## config.mk

```make
export PLATFORM = sky130hd
export DESIGN_NAME = if_stage_fetch_unit
export DESIGN_NICKNAME = d
export VERILOG_FILES = /design/src/rtl/if_stage_fetch_unit.sv
export SDC_FILE = /design/constraint.sdc
export NUM_CORES = 1
export LEC_CHECK = 0
export CAP_MARGIN = 20
export CELL_PAD_IN_SITES_DETAIL_PLACEMENT = 1
export CELL_PAD_IN_SITES_GLOBAL_PLACEMENT = 1
export CORE_ASPECT_RATIO = 1.4
export CORE_UTILIZATION = 38
export DETAILED_ROUTE_END_ITERATION = 10
export PLACE_DENSITY_LB_ADDON = 0.05
export SLEW_MARGIN = 5
export SYNTH_ARGS = -nofsm -noshare
export SYNTH_HDL_FRONTEND = slang
export SYNTH_SLANG_ARGS = --single-unit
```

## constraint.sdc

```tcl
create_clock -name clk -period 2.5 [get_ports clk]
set_clock_uncertainty 0.05 [all_clocks]
set_input_delay 0.625 -clock clk [delete_from_list [all_inputs] [get_ports clk]]
set_output_delay 0.625 -clock clk [all_outputs]
set_load 0.005 [all_outputs]
```

## src/rtl/if_stage_fetch_unit.sv

```systemverilog
// Instruction-fetch stage: PC register, req/ack instruction-memory fetch FSM,
// branch redirect handling and the IF/ID pipeline register feeding decode.
module if_stage_fetch_unit #(
   parameter logic [31:0] RESET_PC = 32'h0000_0000,
   parameter logic [31:0] NOP_INST = 32'h0000_0013
) (
   input  logic        clk,
   input  logic        rst_n,
   input  logic        PC_EN_IF,
   input  logic        reg_FD_EN,
   input  logic        reg_FD_stall,
   input  logic        reg_FD_flush,
   input  logic        branch_taken,
   input  logic [31:0] branch_target,
   output logic        imem_req,
   output logic [31:0] imem_addr,
   input  logic        imem_ack,
   input  logic [31:0] imem_rdata,
   output logic [31:0] PC_IF,
   output logic [31:0] PC_ID,
   output logic [31:0] inst_ID,
   output logic        valid_ID,
   output logic        fetch_busy
);

   typedef enum logic [1:0] {
      IDLE,
      FETCH,
      HOLD,
      DROP
   } state_t;

   state_t      stateQ, stateD;
   logic [31:0] pcQ, pcD;
   logic [31:0] bufQ, bufD;
   logic [31:0] dropAddrQ, dropAddrD;
   logic [31:0] pcIdQ, pcIdD;
   logic [31:0] instIdQ, instIdD;
   logic        validIdQ, validIdD;

   logic        issueOk;
   logic        fdHold;
   logic        issue;
   logic [31:0] issueInst;
   logic [31:0] redirectPc;

   assign issueOk    = PC_EN_IF & reg_FD_EN & ~reg_FD_stall;
   assign fdHold     = ~reg_FD_EN | reg_FD_stall;
   assign redirectPc = branch_target & ~32'h0000_0003;

   // Fetch FSM next state; a branch always wins over issuing, so wrong-path
   // data (ack in the redirect cycle, buffered data, or a DROP ack) is discarded.
   always_comb begin
      stateD    = stateQ;
      pcD       = pcQ;
      bufD      = bufQ;
      dropAddrD = dropAddrQ;
      issue     = 1'b0;
      issueInst = imem_rdata;
      case (stateQ)
         IDLE: stateD = FETCH;
         FETCH: begin
            if (branch_taken) begin
               pcD = redirectPc;
               if (!imem_ack) begin
                  stateD    = DROP;
                  dropAddrD = pcQ;
               end
            end else if (imem_ack) begin
               if (issueOk) begin
                  issue = 1'b1;
                  pcD   = pcQ + 32'd4;
               end else begin
                  bufD   = imem_rdata;
                  stateD = HOLD;
               end
            end
         end
         HOLD: begin
            if (branch_taken) begin
               pcD    = redirectPc;
               stateD = FETCH;
            end else if (issueOk) begin
               issue     = 1'b1;
               issueInst = bufQ;
               pcD       = pcQ + 32'd4;
               stateD    = FETCH;
            end
         end
         DROP: begin
            if (branch_taken) pcD = redirectPc;
            if (imem_ack) stateD = FETCH;
         end
         default: stateD = IDLE;
      endcase
   end

   // IF/ID register: flush beats hold, hold beats a new instruction, and an
   // empty cycle inserts a bubble. PC_ID is left alone on bubbles.
   always_comb begin
      pcIdD    = pcIdQ;
      instIdD  = instIdQ;
      validIdD = validIdQ;
      if (reg_FD_flush) begin
         instIdD  = NOP_INST;
         validIdD = 1'b0;
      end else if (!fdHold) begin
         if (issue) begin
            pcIdD    = pcQ;
            instIdD  = issueInst;
            validIdD = 1'b1;
         end else begin
            instIdD  = NOP_INST;
            validIdD = 1'b0;
         end
      end
   end

   always_ff @(posedge clk or negedge rst_n) begin
      if (!rst_n) begin
         stateQ    <= IDLE;
         pcQ       <= RESET_PC;
         bufQ      <= 32'h0;
         dropAddrQ <= 32'h0;
         pcIdQ     <= 32'h0;
         instIdQ   <= NOP_INST;
         validIdQ  <= 1'b0;
      end else begin
         stateQ    <= stateD;
         pcQ       <= pcD;
         bufQ      <= bufD;
         dropAddrQ <= dropAddrD;
         pcIdQ     <= pcIdD;
         instIdQ   <= instIdD;
         validIdQ  <= validIdD;
      end
   end

   // While dropping, the memory still sees the abandoned address until it acks.
   assign imem_req   = (stateQ == FETCH) || (stateQ == DROP);
   assign imem_addr  = (stateQ == DROP) ? dropAddrQ : pcQ;
   assign fetch_busy = ((stateQ == FETCH) && !imem_ack) || (stateQ == DROP);
   assign PC_IF      = pcQ;
   assign PC_ID      = pcIdQ;
   assign inst_ID    = instIdQ;
   assign valid_ID   = validIdQ;

endmodule

```

== After elaboration in Yosys (flattened, before gate mapping) ==
Cells that the tools add are included.

* Bits in registers: 163
* Input bits: 72
* Output and inout port bits: 131
* Word-level logic and storage cells: 67

* $add $sub $neg: 1
* Equal/unequal tests: 10
* Multiplexer cells: 29
* Bitwise operators: 9
* Reductions and logical operators: 11

{| class="wikitable"
|+ Operators with widths
! operator !! number
|-
| $mux 32 || 12
|-
| $pmux 32 s3 || 1
|-
| $add 32x3->32 const B || 1
|-
| $mux 2 || 7
|-
| $ne 3x3->1 const B || 4
|-
| $reduce_and 3->1 || 4
|-
| $pmux 2 s4 || 1
|-
| $mux 1 || 7
|-
| $ne 2x2->1 const B || 3
|-
| $not 1->1 || 6
|-
| $reduce_and 5->1 || 1
|-
| $eq 2x2->1 const B || 2
|-
| $reduce_bool 3->1 || 1
|-
| $and 1x1->1 || 2
|-
| $eq 2x1->1 const B || 1
|-
| $logic_not 2->1 || 1
|-
| $logic_or 1x1->1 || 2
|-
| $pmux 1 s2 || 1
|-
| $logic_and 1x1->1 || 1
|-
| $logic_not 1->1 || 1
|-
| $or 1x1->1 || 1
|}

== Logic depth before layout (Yosys ltp) ==
* Word-level depth: 9
* Gate-level depth with buffers: 11
* Gate-level depth less buffers: 7

== Least setup slack after synthesis ==
Ideal clock, no wire load.

* Path type: register -> output
* From: register stateQ[0]
* To: output imem_addr[10]
* Arrival time: 1.446 ns
* Data required time: 1.825 ns
* Setup slack: 0.379 ns
* Cell stages (with the launch flop): 5
* Buffers on the path: 2
* Cell sequence: dfrtp_1 -> ha_1 -> buf_2 -> buf_1 -> mux2_2

* Word-level cells in the longest chain between the ends: 2

{| class="wikitable"
|+ RTL lines
! element !! line !! RTL
|-
| start, declared || 33 || <nowiki>state_t stateQ, stateD;</nowiki>
|-
| start signal, assigned || 129 || <nowiki>stateQ <= stateD;</nowiki>
|-
| $eq 2x2->1 || 141 || <nowiki>assign imem_addr = (stateQ == DROP) ? dropAddrQ : pcQ;</nowiki>
|-
| $mux 32 || 141 ||
|-
| end, declared || 16 || <nowiki>output logic [31:0] imem_addr,</nowiki>
|}

Every way passes these cells.

== Worst setup path after layout ==
* From: register stateQ[0]
* To: output imem_addr[7]

The elaborated chain is that of the path after synthesis.

==> results by stage <==
Die:
- The area of the placeable core is 19840 um^2.
- Once the floorplan was initialized, standard cells occupied 38.87% of the core.
- The chip height is 170.6 um.
- The floorplan step defined a die boundary enclosing 20880 um^2.
- The number of rows in the core area is about 60.
- In this run the horizontal extent of the chip is 122.4 um.
- The top-level port count is 203.

Cells and area:
- The net count reported at finish is approximately 1000.
- Of the cells placed in the final design, the portion with a size suffix greater than 1 is ~25%.
- The total of fill cells in the finished design is 2160.
- In the final layout, flip-flops and latches occupy ~3900 um^2.
- The leading cell type in the layout, fill and taps excluded is sky130_fd_sc_hd__clkdlybuf4s50_1.
- The total inserted antenna cells is 0.
- The multi-input gate area in the final layout is 3488 um^2.
- Relative to the synthesized area, the layout overhead comes to 41.43%.
- The core utilization of the finished layout is a little over half.
- In the layout the commonest cells are sky130_fd_sc_hd__clkdlybuf4s50_1, sky130_fd_sc_hd__dfrtp_1, sky130_fd_sc_hd__nand2_1.

Global route:
- The overall track demand over capacity in global routing is between 20% and 30%.
- The first-pass GRT wire length is 37760 um.
- The number of global-route vias before repair is around 7000.
- The number of antenna violations at the first check in global routing is 1.
- After global routing the overflow that remains totals 0.
- The pin count of the biggest net entering global routing is between 50 and 60.

Power and ir drop:
- Power spread over the standard cell area amounts to 1159 nW/um^2.
- The leakage power summed over all cells is a little under 5 nW.
- The worst-case vdd ir drop is between 0.5 and 0.6 mV.

STA:
- The relative max-transition margin is between 60% and 70%.
- The total negative slack is 0 ns.
- On the final layout, the worst hold slack is approximately 0.1 ns.
- The final critical path time including I/O delays and setup is 2.457 ns.
- Setup violations remaining at the end of the flow were counted as 0.
- The slew at the pin closest to its max-slew limit is slightly above 0.5 ns.
- Setup repair after global routing could not meet its margin everywhere.
- Derived from the worst setup path, the maximum achievable clock frequency is 407.1 MHz.
- Setup slack closes at 0.04349 ns.
- The number of endpoints with negative hold slack in the final report is 0.
- The total count of max-transition violations in the final report is 0.
- Dividing the final minimum period by the clock period gives between 90% and 100%.

Hold path:
- The min-delay analysis places its worst path in the category in2async.

Route:
- The via count normalized by instance count is between 5 and 6.
- After detailed routing, the average wire length per cell comes to 19.87 um.
- In the routed design, unresolved DRC markers number 0.
- The number of DRC markers in iteration 0 is just over 200.
- The first detailed-routing pass took 4 iterations.
- The routed wire length is around 24000 um.
- In this run the remaining antenna-violating nets after routing total 0.
- The routed layout has approximately 6400 vias.

Synthesis:
- The mean instance size in the synthesized netlist is roughly 11 um^2.
- The count of distinct cell types in the synthesized netlist is 61.
- The biggest area contributor in the post-synthesis netlist is sky130_fd_sc_hd__dfrtp_1.
- The cell area that synthesis handed to floorplanning was about 7700 um^2.
- Ranked by total cell area, the synthesized netlist is headed by sky130_fd_sc_hd__dfrtp_1, sky130_fd_sc_hd__mux2_2, sky130_fd_sc_hd__nand2_1.
- Synthesis produced a netlist whose cell count is just over 700.
- The share of the yosys chip area belonging to registers is just over 50%.
- The share of synthesized flip-flops with an asynchronous set or reset is 100.0%.
- The dominant synthesized flop cell is sky130_fd_sc_hd__dfrtp_1.
- The synthesized design contains approximately 160 register bits.
- The number of enable flip-flop cells after synthesis is 0.
- The Yosys step of the flow raised 0 warnings.
- The portion of synthesized cell area occupied by the leading cell type is 49.96%.

Clocking:
- The buffer levels on the longest clock path is 2.
- The clock input transition at the sequential cells of the worst setup and hold paths is approximately 0.070 ns.
- The maximum level of the CTS H-tree is 4.
- At the later pin of the worst-skew pair, clock insertion delay measures between 0.4 and 0.5 ns.
- The total CTS buffers is 17.
- The TritonCTS sink count is 157.
- The tree is rooted in a sky130_fd_sc_hd__clkbuf_16.
- The TritonCTS clock tree is done.

Job:
- The tool flagged a number of max-cap violations equal to 0.

Worst setup path:
- The kind of cell with the highest combined delay along the critical path is buffers and inverters.
- The worst setup path is launched from a flop.
- Walking the worst path, the cells encountered are ha_4, buf_6, buf_8, buf_4, o21ai_4, buf_2.
- The worst setup path category is reg2out.
- The endpoint type of the worst setup path is an output port.
- The required time reported for the critical path endpoint is roughly 1.8 ns.
- The library cell contributing the largest single delay on the critical path is sky130_fd_sc_hd__dfrtp_2.
- The maximum cell stage delay along the critical path is 0.43 ns.
- The data arrival time of the worst path is ~1.8 ns.
- Along the worst path, the maximum fanout reaches 4.
- The worst setup slack for register-to-register paths is 0.18 ns.
- Together, buffers and inverters on the worst path number 4.

Place:
- The worst slack at placement is -0.09896 ns.
- During placement, the flow inserted port buffers numbering 194.
- Routability-driven placement finished with a final weighted congestion of 0.7883.
- Detailed placement finished with a half-perimeter wire length of 16340 um.

Run status:
- The run finished with clean final reports.
[cell type report]
class | instances | share of cell area (%)
Sequential cell | 157 | 36.06
Clock inverter | 15 | 1.824
Clock buffer | 17 | 3.900
Tap cell | 252 | 2.890
Multi-Input combinational cell | 505 | 31.98
Inverter | 8 | 0.2753
Timing Repair Buffer | 252 | 23.08
[power breakdown]
part	switching [mW]	leakage [nW]	internal, mW
Combinational	2.33	2.68	3.16
Clock	1.19	0.310	1.62
Sequential	0.883	1.94	3.47
Total	4.40	4.93	8.25
[worst reg2reg max path, cell delays in order (launching register included)]
cell and delay, ns:
sky130_fd_sc_hd__dfrtp_2 0.43, sky130_fd_sc_hd__ha_4 0.20, sky130_fd_sc_hd__buf_6 0.13, sky130_fd_sc_hd__buf_8 0.12
sky130_fd_sc_hd__buf_4 0.15, sky130_fd_sc_hd__buf_4 0.16, sky130_fd_sc_hd__nor2_4 0.12, sky130_fd_sc_hd__a21oi_2 0.09
sky130_fd_sc_hd__buf_4 0.16, sky130_fd_sc_hd__or4b_1 0.50, sky130_fd_sc_hd__o211a_1 0.12
[sequential cells by signal, summed over array words and instances, names as in the netlist]
signal,flops
stateQ,2
inst_ID,32
PC_IF,30
bufQ,32
dropAddrQ,30
valid_ID,1
PC_ID,30
[stage by stage]
| step | cell area (um^2) | power, mW | std cells |
|---|---|---|---|
| after global placement | 10050 | 9.346 | 1154 |
| after global routing | 10910 | 13.41 | 1206 |
| after floorplan | 7732 | 6.917 | 731 |
| after detailed placement | 10050 | 9.601 | 1154 |
| after CTS | 10840 | 12.66 | 1203 |
| final | 10910 | 12.65 | 1206 |
[synth_stat cells, drive strengths merged (4+ instances only)]
master / count
and3: 7
a2bb2oi: 13
nor3: 6
ha: 5
a32oi: 4
dfrtp: 154
nand4: 10
nor2: 19
nand2: 150
mux2: 89
clkbuf: 17
mux2i: 36
o21ai: 54
a21oi: 31
nand3: 24
inv: 8
buf: 44
o22ai: 13
[path summary, 6_finish.rpt]
check                           start             to  depth (start not counted)
setup / recovery            stateQ[0]   imem_addr[7]                          6
min in group clk           inst_ID[4]     inst_ID[4]                          2
hold / removal                  rst_n  dropAddrQ[24]                          1
setup reg to reg            stateQ[0]      PC_IF[29]                         10
hold reg to reg            inst_ID[4]     inst_ID[4]                          2
max in group asynchronous       rst_n        bufQ[5]                          2
[metal layers]
layer  vias to the layer above  wire (um)  share of wire (%)  GRT usage [%]
li1                       2969          -                  -              -
met1                      3250       9217                 38          26.58
met2                       160      13010                 54          44.11
met3                        29       1314                5.5          5.567
met4                         2        410                1.7          6.999
met5                         -         12              0.050              0
[cell families after synthesis]
group	count (synthesis)	synth area share, %
muxes	125	17.66
DFF	157	50.98
xor gates and xnor gates	1	0.1136
AOI/OAI and AO/OA	132	10.41
and+or+nand+nor	236	14.62
other	1	0.04862
adders and majority gates	5	0.8110
buffers and inverters	69	5.353
[what timing repair did]
item / CTS / global route
setup endpoints to repair: 32 / 48
resized for setup: 129 / 18
setup buffers: 15 / 5
pin swaps: 1 / 3
hold buffers: 0 / 0
gates cloned: 2 / 2
Note: power is estimated with default switching activity, not from simulation.
